## src/rtl/mem_bus_arbiter_if.sv

```systemverilog
// Handshake bundle between the IF/EX requesters, the memory and the bus arbiter.
// The arbiter takes the slave view; requesters and memory take the master view.
interface mem_bus_arbiter_if;
    logic [1:0] req;
    logic       rw0;
    logic       rw1;
    logic       MFC;
    logic [1:0] gnt;
    logic       mem_EN;
    logic       mem_RW;
    logic       MDR_EN_read;
    logic [1:0] ack;
    logic [1:0] err;
    logic       busy;

    modport slave (
        input  req, rw0, rw1, MFC,
        output gnt, mem_EN, mem_RW, MDR_EN_read, ack, err, busy
    );

    modport master (
        output req, rw0, rw1, MFC,
        input  gnt, mem_EN, mem_RW, MDR_EN_read, ack, err, busy
    );
endinterface

```

## src/rtl/mem_bus_arbiter.sv

```systemverilog
// Two-way arbiter for the shared MAR/MDR/memory path (0 = fetch, 1 = execute).
// Sequences mem_EN/mem_RW, waits for MFC with a timeout, and pulses ack or err.
module mem_bus_arbiter #(
    parameter int TIMEOUT = 16
) (
    input  logic                clk,
    input  logic                rst,
    mem_bus_arbiter_if.slave    bus
);
    localparam int CW = $clog2(TIMEOUT + 1);
    localparam logic [CW-1:0] CNT_ONE  = CW'(1);
    localparam logic [CW-1:0] CNT_LAST = CW'(TIMEOUT - 1);

    typedef enum logic [2:0] {
        IDLE     = 3'd0,
        SETUP    = 3'd1,
        ACCESS   = 3'd2,
        COMPLETE = 3'd3,
        ABORT    = 3'd4,
        RELEASE  = 3'd5
    } state_t;

    state_t        state_r;
    logic [CW-1:0] count_r;
    logic          owner_r;
    logic          rw_r;
    logic          last_served_r;
    logic [1:0]    gnt_r;
    logic          mem_en_r;
    logic          mem_rw_r;
    logic          mdr_en_read_r;
    logic [1:0]    ack_r;
    logic [1:0]    err_r;
    logic          busy_r;

    logic          owner_s;
    logic          rw_sel_s;

    // Arbitration choice: sole requester wins, a tie goes to the one not served last.
    always_comb begin
        owner_s  = 1'b0;
        rw_sel_s = 1'b0;
        if (bus.req[0] && (!bus.req[1] || last_served_r)) begin
            owner_s  = 1'b0;
            rw_sel_s = bus.rw0;
        end else begin
            owner_s  = 1'b1;
            rw_sel_s = bus.rw1;
        end
    end

    // Transaction FSM with all bus outputs registered alongside the state.
    always_ff @(posedge clk) begin
        if (rst) begin
            state_r       <= IDLE;
            count_r       <= '0;
            owner_r       <= 1'b0;
            rw_r          <= 1'b0;
            last_served_r <= 1'b1;
            gnt_r         <= 2'b00;
            mem_en_r      <= 1'b0;
            mem_rw_r      <= 1'b0;
            mdr_en_read_r <= 1'b0;
            ack_r         <= 2'b00;
            err_r         <= 2'b00;
            busy_r        <= 1'b0;
        end else begin
            case (state_r)
                IDLE: begin
                    if (bus.req != 2'b00) begin
                        owner_r       <= owner_s;
                        rw_r          <= rw_sel_s;
                        last_served_r <= owner_s;
                        gnt_r         <= owner_s ? 2'b10 : 2'b01;
                        mem_rw_r      <= rw_sel_s;
                        mem_en_r      <= 1'b0;
                        count_r       <= '0;
                        busy_r        <= 1'b1;
                        state_r       <= SETUP;
                    end else begin
                        busy_r        <= 1'b0;
                    end
                end
                SETUP: begin
                    mem_en_r <= 1'b1;
                    count_r  <= '0;
                    state_r  <= ACCESS;
                end
                ACCESS: begin
                    // MFC takes priority over a simultaneous timeout.
                    if (bus.MFC) begin
                        mdr_en_read_r <= rw_r;
                        ack_r         <= gnt_r;
                        state_r       <= COMPLETE;
                    end else if (count_r == CNT_LAST) begin
                        mem_en_r      <= 1'b0;
                        err_r         <= gnt_r;
                        state_r       <= ABORT;
                    end else begin
                        count_r       <= count_r + CNT_ONE;
                    end
                end
                COMPLETE, ABORT: begin
                    gnt_r         <= 2'b00;
                    mem_en_r      <= 1'b0;
                    mem_rw_r      <= 1'b0;
                    mdr_en_read_r <= 1'b0;
                    ack_r         <= 2'b00;
                    err_r         <= 2'b00;
                    state_r       <= RELEASE;
                end
                RELEASE: begin
                    if (!bus.req[owner_r]) begin
                        busy_r  <= 1'b0;
                        state_r <= IDLE;
                    end else begin
                        busy_r  <= 1'b1;
                    end
                end
                default: begin
                    gnt_r         <= 2'b00;
                    mem_en_r      <= 1'b0;
                    mem_rw_r      <= 1'b0;
                    mdr_en_read_r <= 1'b0;
                    ack_r         <= 2'b00;
                    err_r         <= 2'b00;
                    busy_r        <= 1'b0;
                    state_r       <= IDLE;
                end
            endcase
        end
    end

    assign bus.gnt         = gnt_r;
    assign bus.mem_EN      = mem_en_r;
    assign bus.mem_RW      = mem_rw_r;
    assign bus.MDR_EN_read = mdr_en_read_r;
    assign bus.ack         = ack_r;
    assign bus.err         = err_r;
    assign bus.busy        = busy_r;
endmodule
```

## src/flat_wrapper.sv

```systemverilog
// flat-port wrapper written by rule: the top's interface ports become plain ports
module mem_bus_arbiter_flat 
#(
    parameter int TIMEOUT = 16
)
  (clk, rst, bus_req, bus_rw0, bus_rw1, bus_MFC, bus_gnt, bus_mem_EN, bus_mem_RW, bus_MDR_EN_read, bus_ack, bus_err, bus_busy);
  mem_bus_arbiter_if bus_i ();
  input  logic clk;
  input  logic rst;
  input wire logic [$bits(bus_i.req)-1:0] bus_req;
  input wire logic [$bits(bus_i.rw0)-1:0] bus_rw0;
  input wire logic [$bits(bus_i.rw1)-1:0] bus_rw1;
  input wire logic [$bits(bus_i.MFC)-1:0] bus_MFC;
  output wire logic [$bits(bus_i.gnt)-1:0] bus_gnt;
  output wire logic [$bits(bus_i.mem_EN)-1:0] bus_mem_EN;
  output wire logic [$bits(bus_i.mem_RW)-1:0] bus_mem_RW;
  output wire logic [$bits(bus_i.MDR_EN_read)-1:0] bus_MDR_EN_read;
  output wire logic [$bits(bus_i.ack)-1:0] bus_ack;
  output wire logic [$bits(bus_i.err)-1:0] bus_err;
  output wire logic [$bits(bus_i.busy)-1:0] bus_busy;
  assign bus_i.req = bus_req;
  assign bus_i.rw0 = bus_rw0;
  assign bus_i.rw1 = bus_rw1;
  assign bus_i.MFC = bus_MFC;
  assign bus_gnt = bus_i.gnt;
  assign bus_mem_EN = bus_i.mem_EN;
  assign bus_mem_RW = bus_i.mem_RW;
  assign bus_MDR_EN_read = bus_i.MDR_EN_read;
  assign bus_ack = bus_i.ack;
  assign bus_err = bus_i.err;
  assign bus_busy = bus_i.busy;
  mem_bus_arbiter #(.TIMEOUT(TIMEOUT)) u_core (.clk(clk), .rst(rst), .bus(bus_i));
endmodule
```

## config.mk

```make
export PLATFORM = sky130hd
export DESIGN_NAME = mem_bus_arbiter_flat
export DESIGN_NICKNAME = d
export VERILOG_FILES = /design/src/rtl/mem_bus_arbiter_if.sv /design/src/rtl/mem_bus_arbiter.sv /design/src/flat_wrapper.sv
export SDC_FILE = /design/constraint.sdc
export NUM_CORES = 1
export LEC_CHECK = 0
export BUFFER_PORTS_ARGS = -buffer_cell sky130_fd_sc_hd__buf_2
export CORE_MARGIN = 1
export CORE_UTILIZATION = 40
export DETAILED_ROUTE_END_ITERATION = 7
export GPL_TIMING_DRIVEN = 0
export SLEW_MARGIN = 10
export SYNTH_ARGS = -nofsm -noshare
export SYNTH_HDL_FRONTEND = slang
export SYNTH_SLANG_ARGS = --single-unit
```

## constraint.sdc

```tcl
create_clock -name clk -period 5 [get_ports clk]
set_clock_uncertainty 0.1 [all_clocks]
set_input_delay 1 -clock clk [delete_from_list [all_inputs] [get_ports clk]]
set_output_delay 1 -clock clk [all_outputs]
set_load 0.02 [all_outputs]
```

==> impl_metrics.env <==
export IMPL_antennaDiodeCount=0
export IMPL_hold_class="reg -> reg"
export IMPL_power_leakage_nw=0.465
export IMPL_path_buf_inv=0
export IMPL_avgSynthCellArea_um2=8.27
export IMPL_crit_family="compound AO/OA/AOI/OAI gates"
export IMPL_firstDrtPassIters=4
export IMPL_drv_cap=0
export IMPL_synth_distinct_cells=36
export IMPL_pwr_density_cell_mw_per_mm2=337
export IMPL_fmax_mhz=488
export IMPL_die_x_um=53.4
export IMPL_drive_gt1_share_pct=19.9
export IMPL_dp_hpwl_um=1760
export IMPL_start_util_pct=42.3
export IMPL_cts_setup_buffers=0
export IMPL_ctsRootBufferMaster="clkbuf_4"
export IMPL_setup_viol=0
export IMPL_crit_slowest_cell="dfxtp_1"
export IMPL_dieArea_mm2=0.00286
export IMPL_cp_arrival_ps=2180
export IMPL_synthToLayoutAreaGrowth_pct=12.6
export IMPL_seq_area_frac_synth_pct=39.7
export IMPL_path_max_fanout=4
export IMPL_io_buffers=14
export IMPL_path_clk_slew_ps=120
export IMPL_slew_violations=0
export IMPL_ir_drop_uv=223
export IMPL_gp_congestion=0.742
export IMPL_final_common_cell="dfxtp_1"
export IMPL_ant_nets=0
export IMPL_hold_violations=0
export IMPL_min_period_ps=2050
export IMPL_drt_iter0_markers=24
export IMPL_grt_overflow_total=0
export IMPL_finalSetupTns_ps=0
export IMPL_placed_cell_area_mm2=0.00117
export IMPL_crit_type="reg -> reg"
export IMPL_grt_pass1_vias=819
export IMPL_numCtsBuffers=3
export IMPL_finalNetCount=156
export IMPL_drc=0
export IMPL_netlist_area_mm2=0.00106
export IMPL_cts_tree="yes"
export IMPL_critPathCaptureType="register"
export IMPL_crit_required_ps=5130
export IMPL_final_area_mm2=0.00119
export IMPL_clk_latency_ps=300
export IMPL_layout_common_cells="dfxtp_1 (21), buf_2 (18), a21oi_1 (13)"
export IMPL_rsz0062_at_grt="no"
export IMPL_die_h_um=53.4
export IMPL_path_cells="ha_1, and3_1, ha_1, nor2b_1, o21ai_0, a21o_1, a21oi_1"
export IMPL_grt_usage_pct=18.6
export IMPL_postLayoutCoreUtil_pct=47.7
export IMPL_tightest_slew_ps=564
export IMPL_outcome="completed"
export IMPL_avgRoutedWirePerCell_um=13.5
export IMPL_start_kind="register"
export IMPL_io_pins=17
export IMPL_cts_resized=0
export IMPL_fin_crit_sh_pct=41.0
export IMPL_num_rows=18
export IMPL_syn_inst=128
export IMPL_antenna_found_initial=0
export IMPL_cpMostUsedCell="ha_1"
export IMPL_fillers=264
export IMPL_grt_max_degree=12
export IMPL_grt_pass1_wl_um=3810
export IMPL_ys_seq_elements=21
export IMPL_relSlewSlack_pct=62.0
export IMPL_htree_levels=1
export IMPL_yosys_warnings=0
export IMPL_syn_num_nets=137
export IMPL_core_mm2=0.00250
export IMPL_clk_path_buf_depth=2
export IMPL_vias=972
export IMPL_postCtsHoldBufs=0
export IMPL_wirelength_um=2370
export IMPL_clock_sinks=21
export IMPL_crit_path_max_incr_delay_ps=410
export IMPL_avgViaCountPerCell=5.52
[final timing paths]
check | from | endpoint | slack [ps] | depth (start not counted)
min reg2reg | u_core.rw_r$_SDFFE_PP0P_ | u_core.rw_r$_SDFFE_PP0P_ | 370 | 2
min | u_core.rw_r$_SDFFE_PP0P_ | u_core.rw_r$_SDFFE_PP0P_ | 370 | 2
max reg2reg | u_core.count_r[0]$_SDFFE_PP0P_ | u_core.bus.err[0]$_SDFFE_PP0P_ | 2950 | 7
max | u_core.count_r[0]$_SDFFE_PP0P_ | u_core.bus.err[0]$_SDFFE_PP0P_ | 2950 | 7
[report_power, final]
part	switching [mW]	total, mW	internal, mW
registers	0.0164	0.201	0.184
clock network	0.0505	0.0815	0.0311
logic	0.0732	0.119	0.0458
[worst register-to-register path: cells and delay by family, from the launching register on]
family / cells / cell delay [ps]
AOI/OAI and AO/OA: 3 / 590
and+or+nand+nor: 2 / 490
adders and majority gates: 2 / 400
DFF: 1 / 410
[routing by layer]
metal | part of all wire [%] | track usage (%) | wire length, um | vias to the layer above
met5 | 0 | 0 | 0 | -
met2 | 46 | 28.1 | 1100 | 15
met1 | 50 | 25.9 | 1180 | 448
li1 | - | - | - | 507
met4 | 0.63 | 3.95 | 15 | 0
met3 | 2.9 | 5.17 | 68 | 2
[state kept, by name, indices dropped and copies added, names as in the netlist, 2 cells and up]
name / cells
u_core.bus.ack: 2
u_core.count_r: 5
u_core.state_r: 3
u_core.bus.gnt: 2
u_core.bus.err: 2
[kinds of logic (layout without fill, tap and decap cells)]
logic type | after synthesis | in the layout | share of synthesized area [%]
simple gates | 57 | 57 | 29.4
compound gates | 35 | 35 | 21.2
fa+ha+maj | 2 | 2 | 2.36
flops | 21 | 21 | 39.7
mux | 3 | 3 | 3.19
buf+inv | 10 | 28 | 4.14
[synth_stat cells]
cell,count,share of area [%]
and3_1,3,1.8
inv_1,3,1.1
clkbuf_2,1,0.47
dfxtp_1,21,40
a21oi_1,13,6.1
nor3b_1,1,0.71
nor2_1,9,3.2
and4_1,1,0.83
a21o_1,2,1.4
or2_2,2,1.2
clkbuf_1,2,0.71
nand4b_1,1,0.83
o211ai_1,1,0.71
a31oi_1,2,1.2
o2bb2ai_1,2,1.7
nand2b_1,4,2.4
or4_1,2,1.4
o21ai_0,8,3.8
a311oi_2,1,1.4
o21bai_1,1,0.71
nor4_1,1,0.59
ha_1,2,2.4
nor3_1,5,2.4
a32o_1,1,0.95
o22a_1,1,0.83
o31ai_1,1,0.71
nand3_1,11,5.2
mux2_2,3,3.2
nand2_1,10,3.5
nor2b_1,3,1.8
a32oi_1,2,1.7
nor3b_4,1,1.8
and2_1,1,0.59
or3_1,1,0.59
buf_2,4,1.9
nand3b_1,1,0.71
[metrics by stage]
step / power, mW / cells / setup WS (ps) / hold WS, ps
6_report: 0.401 / 176 / 2950 / 369
5_1_grt: 0.430 / 176 / 2780 / 389
4_1_cts: 0.405 / 176 / 2940 / 373
3_5_place_dp: 0.323 / 172 / 2690 / 343
3_3_place_gp: 0.322 / 172 / 2730 / 346
2_1_floorplan: 0.291 / 128 / 2970 / 332
[layout make-up]
| type | count | area [um^2] | area share, % |
|---|---|---|---|
| multi-input combinational | 97 | 594 | 49.8 |
| inverter | 3 | 11.3 | 0.944 |
| buffer | 7 | 32.5 | 2.73 |
| clock buffer | 4 | 26.3 | 2.20 |
| sequential | 21 | 420 | 35.3 |
| timing repair buffer | 14 | 70.1 | 5.88 |
| tap | 30 | 37.5 | 3.15 |
No activity file was read; power rests on OpenSTA's default activity.
